--- src/rtl/axis_complex_power_peak_if.sv ---
// AXI-Stream bundle shared by the input (complex bins) and output (power) sides of
// axis_complex_power_peak.
//   tdata   payload, DataWidth bits
//   tvalid  beat valid (master -> slave)
//   tready  beat accepted when tvalid && tready (slave -> master)
//   tlast   last beat of a frame (master -> slave)
interface axis_complex_power_peak_if #(
  parameter int unsigned DataWidth = 32
) ();
  logic [DataWidth-1:0] tdata;
  logic                 tvalid;
  logic                 tready;
  logic                 tlast;

  modport master (output tdata, output tvalid, output tlast, input tready);
  modport slave  (input tdata, input tvalid, input tlast, output tready);
endinterface

--- src/rtl/axis_complex_power_peak.sv ---
// Per-bin power |z|^2 = re^2 + im^2 of averaged complex spectrum frames, plus a per-frame
// peak-bin report for the PS.
//   aclk         clock
//   areset       asynchronous reset, active high
//   S_AXIS       input stream, tdata = {real, imag}, signed halves, tlast on last bin
//   M_AXIS       output stream, tdata = unsigned power, tlast delayed with its beat
//   peak_index   bin index of the largest power in the last completed frame
//   peak_power   power of that bin
//   peak_strobe  one-cycle pulse when peak_index/peak_power update
//   frame_count  completed frames, wraps modulo 2^16
module axis_complex_power_peak #(
  parameter int unsigned AXIS_TDATA_WIDTH = 32,
  parameter int unsigned POWER_WIDTH      = 32,
  parameter int unsigned INDEX_WIDTH      = 16
) (
  input  logic                           aclk,
  input  logic                           areset,
  axis_complex_power_peak_if.slave       S_AXIS,
  axis_complex_power_peak_if.master      M_AXIS,
  output logic [INDEX_WIDTH-1:0]         peak_index,
  output logic [POWER_WIDTH-1:0]         peak_power,
  output logic                           peak_strobe,
  output logic [15:0]                    frame_count
);

  localparam int unsigned HalfW = AXIS_TDATA_WIDTH / 2;
  localparam int unsigned SqW   = AXIS_TDATA_WIDTH - 1;

  // Pipeline state
  logic                        rdy_q;
  logic                        s1_valid_q, s1_last_q;
  logic signed [HalfW-1:0]     s1_re_q, s1_im_q;
  logic                        s2_valid_q, s2_last_q;
  logic [SqW-1:0]              s2_re_sq_q, s2_im_sq_q;
  logic                        s3_valid_q, s3_last_q;
  logic [POWER_WIDTH-1:0]      s3_power_q;

  // Tracker state
  logic [INDEX_WIDTH-1:0]      bin_cnt_q;
  logic [POWER_WIDTH-1:0]      cur_max_q;
  logic [INDEX_WIDTH-1:0]      cur_idx_q;
  logic [INDEX_WIDTH-1:0]      peak_index_q;
  logic [POWER_WIDTH-1:0]      peak_power_q;
  logic                        peak_strobe_q;
  logic [15:0]                 frame_count_q;

  logic                        ce;
  logic                        in_ready;
  logic                        m_hs;
  logic                        take;
  logic [POWER_WIDTH-1:0]      fin_max;
  logic [INDEX_WIDTH-1:0]      fin_idx;
  logic signed [AXIS_TDATA_WIDTH-1:0] re_prod, im_prod;
  logic [AXIS_TDATA_WIDTH-1:0] sum;
  logic                        unused_prod_msbs;

  // Whole pipeline advances together; a full S3 facing a stalled sink freezes everything.
  assign ce       = ~s3_valid_q | M_AXIS.tready;
  // rdy_q keeps tready low during reset and raises it on the first edge after release.
  assign in_ready = ce & rdy_q;
  assign S_AXIS.tready = in_ready;

  // Full-width signed squares; the sign bit of a square is always 0, so SqW bits are exact.
  assign re_prod = s1_re_q * s1_re_q;
  assign im_prod = s1_im_q * s1_im_q;
  assign unused_prod_msbs = re_prod[AXIS_TDATA_WIDTH-1] ^ im_prod[AXIS_TDATA_WIDTH-1];
  // One extra bit holds the carry: (-2^15)^2 * 2 = 2^31.
  assign sum = {1'b0, s2_re_sq_q} + {1'b0, s2_im_sq_q};

  always_ff @(posedge aclk or posedge areset) begin
    if (areset) begin
      rdy_q      <= 1'b0;
      s1_valid_q <= 1'b0;
      s1_last_q  <= 1'b0;
      s1_re_q    <= '0;
      s1_im_q    <= '0;
      s2_valid_q <= 1'b0;
      s2_last_q  <= 1'b0;
      s2_re_sq_q <= '0;
      s2_im_sq_q <= '0;
      s3_valid_q <= 1'b0;
      s3_last_q  <= 1'b0;
      s3_power_q <= '0;
    end else begin
      rdy_q <= 1'b1;
      if (ce) begin
        s1_valid_q <= S_AXIS.tvalid & in_ready;
        s1_last_q  <= S_AXIS.tlast;
        s1_re_q    <= S_AXIS.tdata[AXIS_TDATA_WIDTH-1:HalfW];
        s1_im_q    <= S_AXIS.tdata[HalfW-1:0];
        s2_valid_q <= s1_valid_q;
        s2_last_q  <= s1_last_q;
        s2_re_sq_q <= re_prod[SqW-1:0];
        s2_im_sq_q <= im_prod[SqW-1:0];
        s3_valid_q <= s2_valid_q;
        s3_last_q  <= s2_last_q;
        s3_power_q <= POWER_WIDTH'(sum);
      end
    end
  end

  assign M_AXIS.tvalid = s3_valid_q;
  assign M_AXIS.tlast  = s3_last_q;
  assign M_AXIS.tdata  = s3_power_q;

  // Peak of the frame including the beat currently handshaken. Index 0 loads
  // unconditionally; afterwards only a strictly larger power wins, so ties keep the earliest.
  always_comb begin
    m_hs    = s3_valid_q & M_AXIS.tready;
    take    = (bin_cnt_q == '0) | (s3_power_q > cur_max_q);
    fin_max = take ? s3_power_q : cur_max_q;
    fin_idx = take ? bin_cnt_q : cur_idx_q;
  end

  always_ff @(posedge aclk or posedge areset) begin
    if (areset) begin
      bin_cnt_q     <= '0;
      cur_max_q     <= '0;
      cur_idx_q     <= '0;
      peak_index_q  <= '0;
      peak_power_q  <= '0;
      peak_strobe_q <= 1'b0;
      frame_count_q <= '0;
    end else begin
      peak_strobe_q <= 1'b0;
      if (m_hs) begin
        cur_max_q <= fin_max;
        cur_idx_q <= fin_idx;
        if (s3_last_q) begin
          bin_cnt_q     <= '0;
          peak_index_q  <= fin_idx;
          peak_power_q  <= fin_max;
          peak_strobe_q <= 1'b1;
          frame_count_q <= frame_count_q + 16'd1;
        end else begin
          bin_cnt_q <= bin_cnt_q + INDEX_WIDTH'(1);
        end
      end
    end
  end

  assign peak_index  = peak_index_q;
  assign peak_power  = peak_power_q;
  assign peak_strobe = peak_strobe_q;
  assign frame_count = frame_count_q;

endmodule
--- src/flat_wrapper.sv ---
// flat-port wrapper written by rule: the top's interface ports become plain ports
module axis_complex_power_peak_flat 
#(
  parameter int unsigned AXIS_TDATA_WIDTH = 32,
  parameter int unsigned POWER_WIDTH      = 32,
  parameter int unsigned INDEX_WIDTH      = 16
)
  (aclk, areset, peak_index, peak_power, peak_strobe, frame_count, S_AXIS_tdata, S_AXIS_tvalid, S_AXIS_tlast, S_AXIS_tready, M_AXIS_tdata, M_AXIS_tvalid, M_AXIS_tlast, M_AXIS_tready);
  axis_complex_power_peak_if S_AXIS_i ();
  axis_complex_power_peak_if M_AXIS_i ();
  input  logic aclk;
  input  logic areset;
  output logic [INDEX_WIDTH-1:0] peak_index;
  output logic [POWER_WIDTH-1:0] peak_power;
  output logic peak_strobe;
  output logic [15:0] frame_count;
  input wire logic [$bits(S_AXIS_i.tdata)-1:0] S_AXIS_tdata;
  input wire logic [$bits(S_AXIS_i.tvalid)-1:0] S_AXIS_tvalid;
  input wire logic [$bits(S_AXIS_i.tlast)-1:0] S_AXIS_tlast;
  output wire logic [$bits(S_AXIS_i.tready)-1:0] S_AXIS_tready;
  output wire logic [$bits(M_AXIS_i.tdata)-1:0] M_AXIS_tdata;
  output wire logic [$bits(M_AXIS_i.tvalid)-1:0] M_AXIS_tvalid;
  output wire logic [$bits(M_AXIS_i.tlast)-1:0] M_AXIS_tlast;
  input wire logic [$bits(M_AXIS_i.tready)-1:0] M_AXIS_tready;
  assign S_AXIS_i.tdata = S_AXIS_tdata;
  assign S_AXIS_i.tvalid = S_AXIS_tvalid;
  assign S_AXIS_i.tlast = S_AXIS_tlast;
  assign S_AXIS_tready = S_AXIS_i.tready;
  assign M_AXIS_tdata = M_AXIS_i.tdata;
  assign M_AXIS_tvalid = M_AXIS_i.tvalid;
  assign M_AXIS_tlast = M_AXIS_i.tlast;
  assign M_AXIS_i.tready = M_AXIS_tready;
  axis_complex_power_peak #(.AXIS_TDATA_WIDTH(AXIS_TDATA_WIDTH), .POWER_WIDTH(POWER_WIDTH), .INDEX_WIDTH(INDEX_WIDTH)) u_core (.aclk(aclk), .areset(areset), .S_AXIS(S_AXIS_i), .M_AXIS(M_AXIS_i), .peak_index(peak_index), .peak_power(peak_power), .peak_strobe(peak_strobe), .frame_count(frame_count));
endmodule
--- config.mk ---
export PLATFORM = sky130hd
export DESIGN_NAME = axis_complex_power_peak_flat
export DESIGN_NICKNAME = d
export VERILOG_FILES = /design/src/rtl/axis_complex_power_peak_if.sv /design/src/rtl/axis_complex_power_peak.sv /design/src/flat_wrapper.sv
export SDC_FILE = /design/constraint.sdc
export NUM_CORES = 2
export LEC_CHECK = 0
export CAP_MARGIN = 20
export CORE_MARGIN = 1
export CORE_UTILIZATION = 30
export DETAILED_ROUTE_END_ITERATION = 10
export PLACE_DENSITY = 0.55
export SYNTH_ARGS = -nofsm -noshare
export SYNTH_HDL_FRONTEND = slang
export SYNTH_SLANG_ARGS = --single-unit
export TNS_END_PERCENT = 50
--- constraint.sdc ---
create_clock -name aclk -period 12.5 [get_ports aclk]
set_input_delay 2.5 -clock aclk [delete_from_list [all_inputs] [get_ports aclk]]
set_output_delay 2.5 -clock aclk [all_outputs]
set_load 0.02 [all_outputs]
* After elaboration in Yosys (flattened, before gate mapping)
Cells that the tools add are included.
** Storage, ports and cells
- Word-level logic and storage cells :: 38
- Bits in latches :: 0
- Memories kept :: 0
- Bits in writable memories :: 0
- Memory bits (read-only) :: 0
- Output and inout bits :: 100
- Flip-flop bits (word level) :: 262
** Cells by class
- Shift-type cells :: 0
- Order comparisons :: 1
- Muxes and demuxes :: 5
- Equality and inequality tests :: 0
- Bitwise gates (word level) :: 6
- Div/mod/pow operators :: 0
- $mul :: 2
- $add $sub $neg :: 3
- Reductions and logical operators :: 2
** Operator list (number)
- multiplier 16 x 16 -> 31 bit :: 2
- adder 16 x 1 -> 16 bit, second input constant :: 2
- adder 31 x 31 -> 32 bit :: 1
- greater-than comparator 32 bit :: 1
- two-way mux 16 bit :: 2
- two-way mux 32 bit :: 1
- logical NOT 16 bit :: 1
- bitwise AND 1 bit :: 3
- two-way mux 1 bit :: 2
- OR 1 bit :: 2
- AND reduction 2 bit :: 1
- NOT 1 bit :: 1

* Longest topological paths before layout
- Word-level depth :: 4
- Depth in mapped cells :: 24
- Depth with buffers taken out :: 23

* Worst setup path before layout
Ideal clock, no wire load.
- Path kind :: reg2reg
- Start point :: register u_core.s1_re_q[2]
- End point :: register u_core.s2_re_sq_q[28]
- Data arrival time :: 6.042 ns
- Period minus slack after synthesis :: 6.182 ns
- Stages on the path, launching flop included :: 24
- Path slack :: 6.318 ns
- Setup time :: 0.140 ns
- Path through :: dfrtp_1 -> clkbuf_1 -> clkbuf_1 -> nand2_1 -> inv_1 -> fa_1 -> inv_1 -> fa_1 -> fa_1 -> fa_1 -> inv_1 -> fa_1 -> inv_1 -> fa_1 -> inv_1 -> ha_1 -> and2_1 -> a221o_1 -> or2_1 -> o21a_1 -> a2111oi_4 -> o31ai_1 -> o2111ai_1 -> o211ai_1
** On the way
- Word-level cells in the longest chain between the ends :: 1
** RTL lines
- from (decl) :: RTL line axis_complex_power_peak.sv:32 : logic signed [HalfW-1:0] s1_re_q, s1_im_q;
- from (signal assigned) :: RTL line axis_complex_power_peak.sv:89 : s1_re_q <= S_AXIS.tdata[AXIS_TDATA_WIDTH-1:HalfW];
- multiplier 16 x 16 -> 31 bit :: RTL line axis_complex_power_peak.sv:64 : assign re_prod = s1_re_q * s1_re_q;
- to (signal assigned) :: RTL line axis_complex_power_peak.sv:93 : s2_re_sq_q <= re_prod[SqW-1:0];
- to (decl) :: RTL line axis_complex_power_peak.sv:34 : logic [SqW-1:0] s2_re_sq_q, s2_im_sq_q;
No other way between the ends.
A chain may end at the register's enable or synchronous reset.

* Worst setup path in the final report
- Start point :: input M_AXIS_tready
- End point :: output S_AXIS_tready
** On the way
- Word-level cells in the longest chain between the ends :: 2
** RTL lines
- from (decl) :: RTL line flat_wrapper.sv:24 : input wire logic [$bits(M_AXIS_i.tready)-1:0] M_AXIS_tready;
- OR 1 bit :: RTL line axis_complex_power_peak.sv:58 : assign ce = ~s3_valid_q | M_AXIS.tready;
- bitwise AND 1 bit :: RTL line axis_complex_power_peak.sv:60 : assign in_ready = ce & rdy_q;
- to (decl) :: RTL line flat_wrapper.sv:20 : output wire logic [$bits(S_AXIS_i.tready)-1:0] S_AXIS_tready;
No other way between the ends.

==> results.json <==
{
  "outcome": "complete, no violations",
  "netlist-cell-type-count": 77,
  "rsz0062_at_grt": "no",
  "grt_util_met1_pct": 18.9,
  "hold_viol_final": 0,
  "ys_warn_count": 0,
  "area_delta_synth_final_pct": 12.1,
  "hold_path_class": "reg -> reg",
  "fin_tns_setup_ns": 0,
  "yosysMostFrequentCell": "inv_1",
  "synth_area_leaders": "fa_1 (31%), dfrtp_1 (22%), ha_1 (9.7%)",
  "start_util_pct": 30.4,
  "fin_crit_sh_pct": 60.2,
  "cpPeakStageDelay_ns": 0.71,
  "crit_fanout": 74,
  "synth_edf_count": 0,
  "path_class": "in -> out",
  "drive_above_1_share_pct": 4.39,
  "synth_top_area_cell": "fa_1",
  "grtUsageMet2_pct": 26.3,
  "crit_path_end_kind": "output port",
  "slew_viol_final": 0,
  "setup_violations": 0,
  "clkLatencyLatePin_ns": 0.61,
  "clockBufferDepth": 3,
  "cts.sinks": 260,
  "vias_per_cell": 4.65,
  "grt-ovfl-total": 0,
  "rows": 115,
  "grt-busiest-layer": "met2",
  "stdcell_area_sq_mm": 0.0336,
  "cts_setup_buffers": 0,
  "crit_path_start_kind": "primary input",
  "synth_flop_cell": "dfrtp_1",
  "arrival_ns": 5.02,
  "dieHeight_um": 318,
  "drtPass1Iterations": 7,
  "grt_pass1_wl_mm": 121,
  "tightestPinTransition_ns": 1.01,
  "drv_cap": 0,
  "dp_hpwl_mm": 55.9,
  "hold_ws_ns": 0.458,
  "slew_headroom_pct": 32.4,
  "ctsHoldBuffers": 0,
  "path_delay_family": "buffers and inverters",
  "grt_max_degree": 132,
  "required_ns": 10.00,
  "fin_skew_ns": 0.0214,
  "cts.repair.resized": 0,
  "tritoncts.num_buffers": 31,
  "fmax_mhz": 133,
  "pin_count": 137,
  "synth_seq_cells": 260,
  "synth_area_per_cell_sq_um": 9.39,
  "clockRootBuffer": "clkbuf_16",
  "netlist_area_sq_mm": 0.0300,
  "drt-initial-drc-count": 1116,
  "ys_top_cells_by_count": "inv_1 (694), fa_1 (460), nand2_1 (332), dfrtp_1 (260), ha_1 (233)",
  "cts_tree": "built",
  "syn_inst": 3197,
  "postSynthNetCount": 3927,
  "synthArstFlopShare_pct": 100,
  "clk_pin_slew_worst_paths_ns": 0.06,
  "ys_seq_area_share_pct": 21.7,
  "wire_per_inst_um": 15.8,
  "cpMostUsedCell": "clkdlybuf4s50_1",
  "vias": 21200,
  "io_buffers": 136,
  "path_buf_inv": 3,
  "nFillCells": 10300,
  "cts_max_level": 1,
  "n_antenna_cell": 0,
  "grt.total_usage_pct": 14.7,
  "antenna_found_initial": 1,
  "design.core.area_sq_mm": 0.0987,
  "chipWidth_um": 318,
  "finalCriticalPeriod_ns": 7.52,
  "dpl_cell_area_sq_mm": 0.0326,
  "grt_pass1_vias": 22700,
  "drc": 0,
  "ant_nets": 0,
  "crit_chain": "clkdlybuf4s50_1 -> nand2b_4 -> buf_4 -> and2_1 -> clkdlybuf4s50_1",
  "globalplace.congestion": 0.841,
  "cp_slowest_cell": "clkdlybuf4s50_1",
  "grtUsageMet3_pct": 1.84,
  "yosysTopAreaCellShare_pct": 30.7,
  "nNetsFinal": 3983,
  "dieArea_sq_mm": 0.101,
  "routed_wirelength_mm": 71.9
}
[per-layer routing]
metal  up-vias  wire (um)
met4         2       1440
met1     10700      31600
li1      10100          -
met3        83       2810
met5         -         13
met2       324      36100
[through the flow]
| stage | utilization, % | instances | worst slack, ns |
|---|---|---|---|
| final | 34.1 | 4564 | 4.98 |
| after global placement | 33.0 | 4506 | 4.93 |
| after global routing | 34.1 | 4564 | 4.76 |
| after CTS | 34.1 | 4563 | 4.92 |
| after detailed placement | 33.0 | 4506 | 4.95 |
| after floorplan | - | 3197 | 2.84 |
[cell usage in the layout (no fill, tap or decap), drive strengths merged, types with 5 or more instances in the layout]
| cell | instances |
|---|---|
| dfrtp | 260 |
| or3 | 8 |
| and2 | 75 |
| o21bai | 7 |
| fa | 460 |
| a31oi | 55 |
| inv | 695 |
| clkbuf | 43 |
| a211o | 7 |
| and3 | 12 |
| xor2 | 49 |
| or2 | 9 |
| nor2 | 201 |
| nor3 | 24 |
| nand3 | 70 |
| nor2b | 9 |
| o31ai | 11 |
| o2111ai | 8 |
| xnor2 | 75 |
| a21boi | 5 |
| nand2 | 333 |
| nand3b | 6 |
| nand2b | 20 |
| clkdlybuf4s50 | 136 |
| a21o | 26 |
| nor3b | 10 |
| clkinv | 15 |
| a31o | 5 |
| buf | 11 |
| o21ai | 97 |
| ha | 233 |
| a211oi | 13 |
| a21oi | 102 |
| o21a | 10 |
| mux2 | 51 |
| o211ai | 58 |
| nor4 | 6 |
| nand4 | 20 |
[cell type report]
| type | instances | area [sq um] | share of cell area (%) |
|---|---|---|---|
| tap | 1287 | 1610 | 4.79 |
| sequential | 260 | 6510 | 19.3 |
| clock inverter | 14 | 116 | 0.346 |
| clock buffer | 43 | 911 | 2.71 |
| inverter | 698 | 2630 | 7.81 |
| multi-input combinational | 2115 | 20400 | 60.6 |
| timing repair buffer | 147 | 1470 | 4.37 |
[worst min-delay path, stage by stage, from the launching register on]
cell     delay [ns]
dfrtp_1        0.34
nand2_1        0.05
nand2_1        0.04
[flip-flops by register name, indices dropped and copies added (netlist names), 30 cells and up]
| name | cells |
|---|---|
| u_core.s2_im_sq_q | 30 |
| u_core.s2_re_sq_q | 30 |
| u_core.peak_power | 32 |
| u_core.cur_max_q | 32 |
| u_core.M_AXIS.tdata | 32 |
[cell families (layout without fill, tap and decap cells)]
group,count (synthesis),count (layout),share of synthesized area (%)
mux,52,52,2.20
xor+xnor,124,124,3.62
fa+ha+maj,693,693,40.4
compound gates,432,432,9.27
flops,260,260,21.7
other cells,1,1,0.0125
buf+inv,822,902,10.4
simple gates,813,813,12.4
[path summary, 6_finish.rpt]
check	endpoint	slack [ns]	cells past startpoint	startpoint
setup / recovery	S_AXIS_tready	4.98	5	M_AXIS_tready
hold / removal	u_core.s2_valid_q	0.46	2	u_core.s2_valid_q
setup reg to reg	u_core.s2_im_sq_q[28]	5.20	19	u_core.s1_im_q[15]
hold reg to reg	u_core.s2_valid_q	0.46	2	u_core.s2_valid_q
max in group asynchronous	u_core.s1_re_q[4]	8.71	3	areset
min in group asynchronous	u_core.s1_im_q[0]	2.47	2	areset
Power is left out: the tool's default activity adds up to more than one toggle a clock period on the data nets, which glitch-free logic cannot reach.
